--- src/rtl/uart_tx_feeder.sv ---
// uart_tx_feeder
//
// Byte buffer and launch controller that sits directly in front of the UART
// transmitter. System-side writes land in a small circular FIFO. The launch
// FSM hands the words to the transmitter one at a time and paces them from
// the transmitter's busy flag.
//
// Ports
//   clk            rising-edge clock
//   reset          asynchronous, active-low reset
//   wr_en/wr_data  push request and word
//   full/empty     FIFO occupancy flags (registered)
//   fill_count     FIFO occupancy, 0..FIFO_DEPTH (registered)
//   overflow       one-cycle pulse: a push was dropped because the FIFO was full
//   tx_busy        busy flag from the transmitter (already registered there)
//   tx_data_valid  one-cycle launch pulse to the transmitter
//   tx_p_data      launched word, held until the next launch
//   tx_timeout     one-cycle pulse: busy never rose after a launch
//
// Launch handshake: tx_data_valid is a single-cycle strobe. It is only
// raised from IDLE while tx_busy is sampled low. The transmitter
// acknowledges it by raising tx_busy for the length of the frame. If busy
// does not rise within BUSY_TIMEOUT cycles, the launched word is abandoned
// and not retried.

module uart_tx_feeder #(
    parameter int DATA_WIDTH   = 8,
    parameter int FIFO_DEPTH   = 8,
    parameter int BUSY_TIMEOUT = 8
) (
    input  logic                          clk,
    input  logic                          reset,
    input  logic                          wr_en,
    input  logic [DATA_WIDTH-1:0]         wr_data,
    output logic                          full,
    output logic                          empty,
    output logic [$clog2(FIFO_DEPTH):0]   fill_count,
    output logic                          overflow,
    input  logic                          tx_busy,
    output logic                          tx_data_valid,
    output logic [DATA_WIDTH-1:0]         tx_p_data,
    output logic                          tx_timeout
);

    localparam int PW = $clog2(FIFO_DEPTH);
    localparam int CW = PW + 1;
    localparam int TW = $clog2(BUSY_TIMEOUT);
    localparam logic [CW-1:0] DEPTH_C = CW'(FIFO_DEPTH);
    localparam logic [TW-1:0] TO_LAST = TW'(BUSY_TIMEOUT - 1);

    typedef enum logic [1:0] {
        IDLE      = 2'd0,
        WAIT_BUSY = 2'd1,
        WAIT_DONE = 2'd2
    } state_t;

    state_t                state;
    state_t                state_next;
    logic [DATA_WIDTH-1:0] mem [FIFO_DEPTH];
    logic [PW-1:0]         wr_ptr;
    logic [PW-1:0]         rd_ptr;
    logic [TW-1:0]         to_cnt;
    logic [TW-1:0]         to_cnt_next;
    logic                  pop;
    logic                  push;
    logic                  drop;
    logic                  timeout_hit;
    logic [CW-1:0]         count_next;

    // Launch FSM: next state, pop request and timeout counter.
    always_comb begin
        state_next  = state;
        pop         = 1'b0;
        timeout_hit = 1'b0;
        to_cnt_next = to_cnt;
        case (state)
            IDLE: begin
                // The empty flag is registered, so a word written into an
                // empty FIFO is launched one edge after it is stored.
                if (!empty && !tx_busy) begin
                    pop         = 1'b1;
                    to_cnt_next = '0;
                    state_next  = WAIT_BUSY;
                end
            end
            WAIT_BUSY: begin
                to_cnt_next = to_cnt + 1'b1;
                if (tx_busy) begin
                    state_next = WAIT_DONE;
                end else if (to_cnt == TO_LAST) begin
                    timeout_hit = 1'b1;
                    state_next  = IDLE;
                end
            end
            WAIT_DONE: begin
                if (!tx_busy) begin
                    state_next = IDLE;
                end
            end
            default: state_next = IDLE;
        endcase
    end

    // A full FIFO still accepts a push when the same edge pops the head.
    always_comb begin
        push       = wr_en && (!full || pop);
        drop       = wr_en && full && !pop;
        count_next = fill_count;
        case ({push, pop})
            2'b10:   count_next = fill_count + 1'b1;
            2'b01:   count_next = fill_count - 1'b1;
            default: count_next = fill_count;
        endcase
    end

    // Storage carries no reset; contents are don't-care after reset.
    always_ff @(posedge clk) begin
        if (push) begin
            mem[wr_ptr] <= wr_data;
        end
    end

    always_ff @(posedge clk or negedge reset) begin
        if (!reset) begin
            state         <= IDLE;
            to_cnt        <= '0;
            wr_ptr        <= '0;
            rd_ptr        <= '0;
            fill_count    <= '0;
            full          <= 1'b0;
            empty         <= 1'b1;
            overflow      <= 1'b0;
            tx_data_valid <= 1'b0;
            tx_p_data     <= '0;
            tx_timeout    <= 1'b0;
        end else begin
            state         <= state_next;
            to_cnt        <= to_cnt_next;
            fill_count    <= count_next;
            full          <= (count_next == DEPTH_C);
            empty         <= (count_next == '0);
            overflow      <= drop;
            tx_data_valid <= pop;
            tx_timeout    <= timeout_hit;
            if (push) begin
                wr_ptr <= wr_ptr + 1'b1;
            end
            if (pop) begin
                // When full, a simultaneous push targets this same slot; the
                // read here still sees the old head.
                tx_p_data <= mem[rd_ptr];
                rd_ptr    <= rd_ptr + 1'b1;
            end
        end
    end

endmodule

--- config.mk ---
export PLATFORM = sky130hd
export DESIGN_NAME = uart_tx_feeder
export DESIGN_NICKNAME = d
export VERILOG_FILES = /design/src/rtl/uart_tx_feeder.sv
export SDC_FILE = /design/constraint.sdc
export NUM_CORES = 1
export LEC_CHECK = 0
export CORE_ASPECT_RATIO = 0.7
export CORE_MARGIN = 1.5
export CORE_UTILIZATION = 54
export CTS_BUF_LIST = sky130_fd_sc_hd__clkbuf_8
export CTS_CLUSTER_DIAMETER = 150
export DETAILED_ROUTE_END_ITERATION = 10
export DONT_BUFFER_PORTS = 1
export MAX_ROUTING_LAYER = met4
export PLACE_DENSITY = 0.73
export SYNTH_ARGS = -nofsm -noshare
export SYNTH_HDL_FRONTEND = slang
export SYNTH_SLANG_ARGS = --single-unit
--- constraint.sdc ---
create_clock -name clk -period 4.97 [get_ports clk]
set_input_delay 0.994 -clock clk [delete_from_list [all_inputs] [get_ports clk]]
set_output_delay 0.994 -clock clk [all_outputs]
set_load 0.01 [all_outputs]
==> metrics.txt <==
status completed; crit share post-route 69.6%; max-capacitance violation count 0; Starting DRT DRC Count 63; Compound-Gate Fraction of Synth Area 4.00%; Die Footprint 0.00734 mm2; syn_nets 235; share of layout cells above drive strength 1 18.7%; PwrDens 561 mW/mm2; Pleak 1.44 nW; Sink Count 92; Synth Area in XOR/XNOR 1.66%; vias in the first global route 1788; Synth Cell Area 0.00369 mm2; Post-synth EDFFs 64; RSZ-0062 raised after global routing no; Setup crit start kind input pin; nets 244; CTS root buffer clkbuf_8; Tot GR Track Use 20.2%; Die X 102 um; PortBufs 0; Relative slew margins 37.9%; Worst-path clk slew 0.10 ns; htree depth 3; Fin Clk Skew 0.0146 ns; worst hold margin 0.309 ns; Final Hold Viols 0; Post-Synth Adder-Cell Area 2.38%; chip height 72.1 um; routed wire length 6.10 mm; Layout area overhead 8.04%; FF+latch count, synth 92; Hold Path Class input pin to asynchronous set/reset pin; r2r worst-path depth 9; Setup Fix Bufs, Post-CTS 0; Worst Path Class, Setup input pin to register; DP HPWL 3.86 mm; first-pass GRT wire length 10.1 mm; IO Pins 29; vias 1821; fin crit period 3.46 ns; clk buf depth 2; clock latency on the worst-skew pair 0.36 ns; total CTS buffers 9; CTS Hold Bufs 0; n_diodes 0; Resize count post-CTS 0; peak supply drop 0.000186 V; initial core utilization 57.6%; final setup fails 0; Layout Utilization 62.3%; multiplexer share of the synthesized area 12.2%; sequential-to-total area share from yosys stat 71.2%; gpl congestion 0.817; CTS tree yes; largest net degree at the start of global routing 29; Routed Antenna Nets 0; grt total ovfl 0; Critical Path RT 5.24 ns; initial antenna violation count 0; Row Count 24; worst-margin pin slew 0.927 ns; Synth cell types 40; drt first pass iters 4; setup_tns 0 ns; core area 0.00640 mm2; FMAX 289 MHz; drt via density 5.67; async set or reset register ratio after synthesis 30.4%; Slew Limit Fails 0; endpoint type of the worst setup path register; synth warn 0; Simple-Gate Fraction of Synth Area 7.02%; Critical Path AT 3.74 ns; Routed wire per std cell 19.0 um; CP Max Fanout 24; Syn Area/Cell 17.1 um2; largest family of logic cells by synthesized area multiplexers; DRC violations left 0; Main synth FF type edfxtp_1; cells after synthesis 216
[stage by stage]
| stage | setup WS [ns] | instance area (um2) | cells | total power [mW] |
|---|---|---|---|---|
| floorplan | 1.69 | 3690 | 216 | 1.65 |
| global placement | 1.22 | 3810 | 305 | 1.79 |
| detailed placement | 1.14 | 3810 | 305 | 1.81 |
| CTS | 1.50 | 3980 | 321 | 2.26 |
| global route | 1.31 | 3980 | 321 | 2.38 |
| finish | 1.51 | 3980 | 321 | 2.24 |
[cells in the mapped netlist, types with 2 or more instances]
cell type / n / area (um2)
edfxtp_1: 64 / 1920
dfrtp_1: 27 / 676
nand2_1: 19 / 71.3
mux4_2: 16 / 360
o21ai_0: 12 / 60.1
mux2i_1: 8 / 80.1
ha_1: 7 / 87.6
nand2b_1: 7 / 43.8
xnor2_1: 6 / 52.6
nor3_1: 5 / 25.0
inv_1: 4 / 15.0
nor2_1: 4 / 15.0
clkbuf_1: 3 / 11.3
nand3_1: 3 / 15.0
a211o_1: 2 / 17.5
a21oi_1: 2 / 10.0
and3_1: 2 / 12.5
buf_2: 2 / 10.0
nor2b_1: 2 / 12.5
[routing by layer]
metal | track usage, % | up-vias | share of wire, % | routed length (um)
met1 | 27.8 | 914 | 47 | 2840
met3 | 6.26 | 10 | 6.8 | 417
met5 | - | - | 0 | 0
met4 | 8.02 | 0 | 1.6 | 99
li1 | - | 842 | - | -
met2 | 28.5 | 55 | 45 | 2740
[worst max-delay path, stage by stage]
cell	delay, ns
or4_1	0.85
a21boi_4	0.33
inv_2	0.12
ha_1	0.26
xor2_1	0.18
ha_1	0.32
o22a_1	0.18
a211o_1	0.29
a211oi_1	0.21
[final timing paths]
path,end,slack (ns),startpoint
worst max-delay path,empty,1.51,tx_busy
worst min-delay path,tx_p_data[4],0.31,reset
worst max register to register,empty,1.68,state[0]
worst min register to register,state[0],0.47,state[1]
max in group asynchronous,empty,4.48,reset
min in group clk,state[0],0.47,state[1]
[sequential cells by signal, summed over array words and instances (netlist names)]
| signal | count |
|---|---|
| rd_ptr | 3 |
| mem | 64 |
| wr_ptr | 3 |
| tx_timeout | 1 |
| fill_count | 4 |
| to_cnt | 3 |
| empty | 1 |
| tx_data_valid | 1 |
| full | 1 |
| tx_p_data | 8 |
| state | 2 |
| overflow | 1 |
[cell type report]
cell class / instances / area [um2]
Clock buffer: 9 / 124
Clock inverter: 7 / 51.3
Fill cell: 463 / 2410
Inverter: 5 / 18.8
Multi-Input combinational cell: 111 / 1010
Sequential cell: 92 / 2620
Tap cell: 91 / 114
Timing Repair Buffer: 6 / 45.0
[power breakdown]
| group | switching [mW] | internal [mW] |
|---|---|---|
| logic | 0.288 | 0.311 |
| registers | 0.189 | 1.00 |
| clock network | 0.262 | 0.184 |
[layout by cell type (no fill, tap or decap), types with 2 or more instances in the layout]
master / count
nand2_1: 19
o21ai_0: 12
nand3_1: 3
a211o_1: 2
mux4_2: 16
dfrtp_1: 27
xnor2_1: 6
mux2i_1: 8
and3_1: 2
edfxtp_1: 64
nor3_1: 5
a21oi_1: 2
nor2_1: 4
clkbuf_8: 9
inv_1: 4
ha_1: 7
nor2b_1: 2
nand2b_1: 7
clkinvlp_4: 3
buf_4: 6
[logic make-up (layout without fill, tap and decap cells)]
| family | Yosys count | in the layout |
|---|---|---|
| XOR/XNOR | 7 | 7 |
| AND/OR/NAND/NOR | 50 | 50 |
| adder cells (fa/ha/maj) | 7 | 7 |
| multiplexers | 25 | 25 |
| AO/OA/AOI/OAI | 22 | 22 |
| buffers and inverters | 13 | 27 |
| flip-flops | 92 | 92 |
No activity file was read; power rests on OpenSTA's default activity.
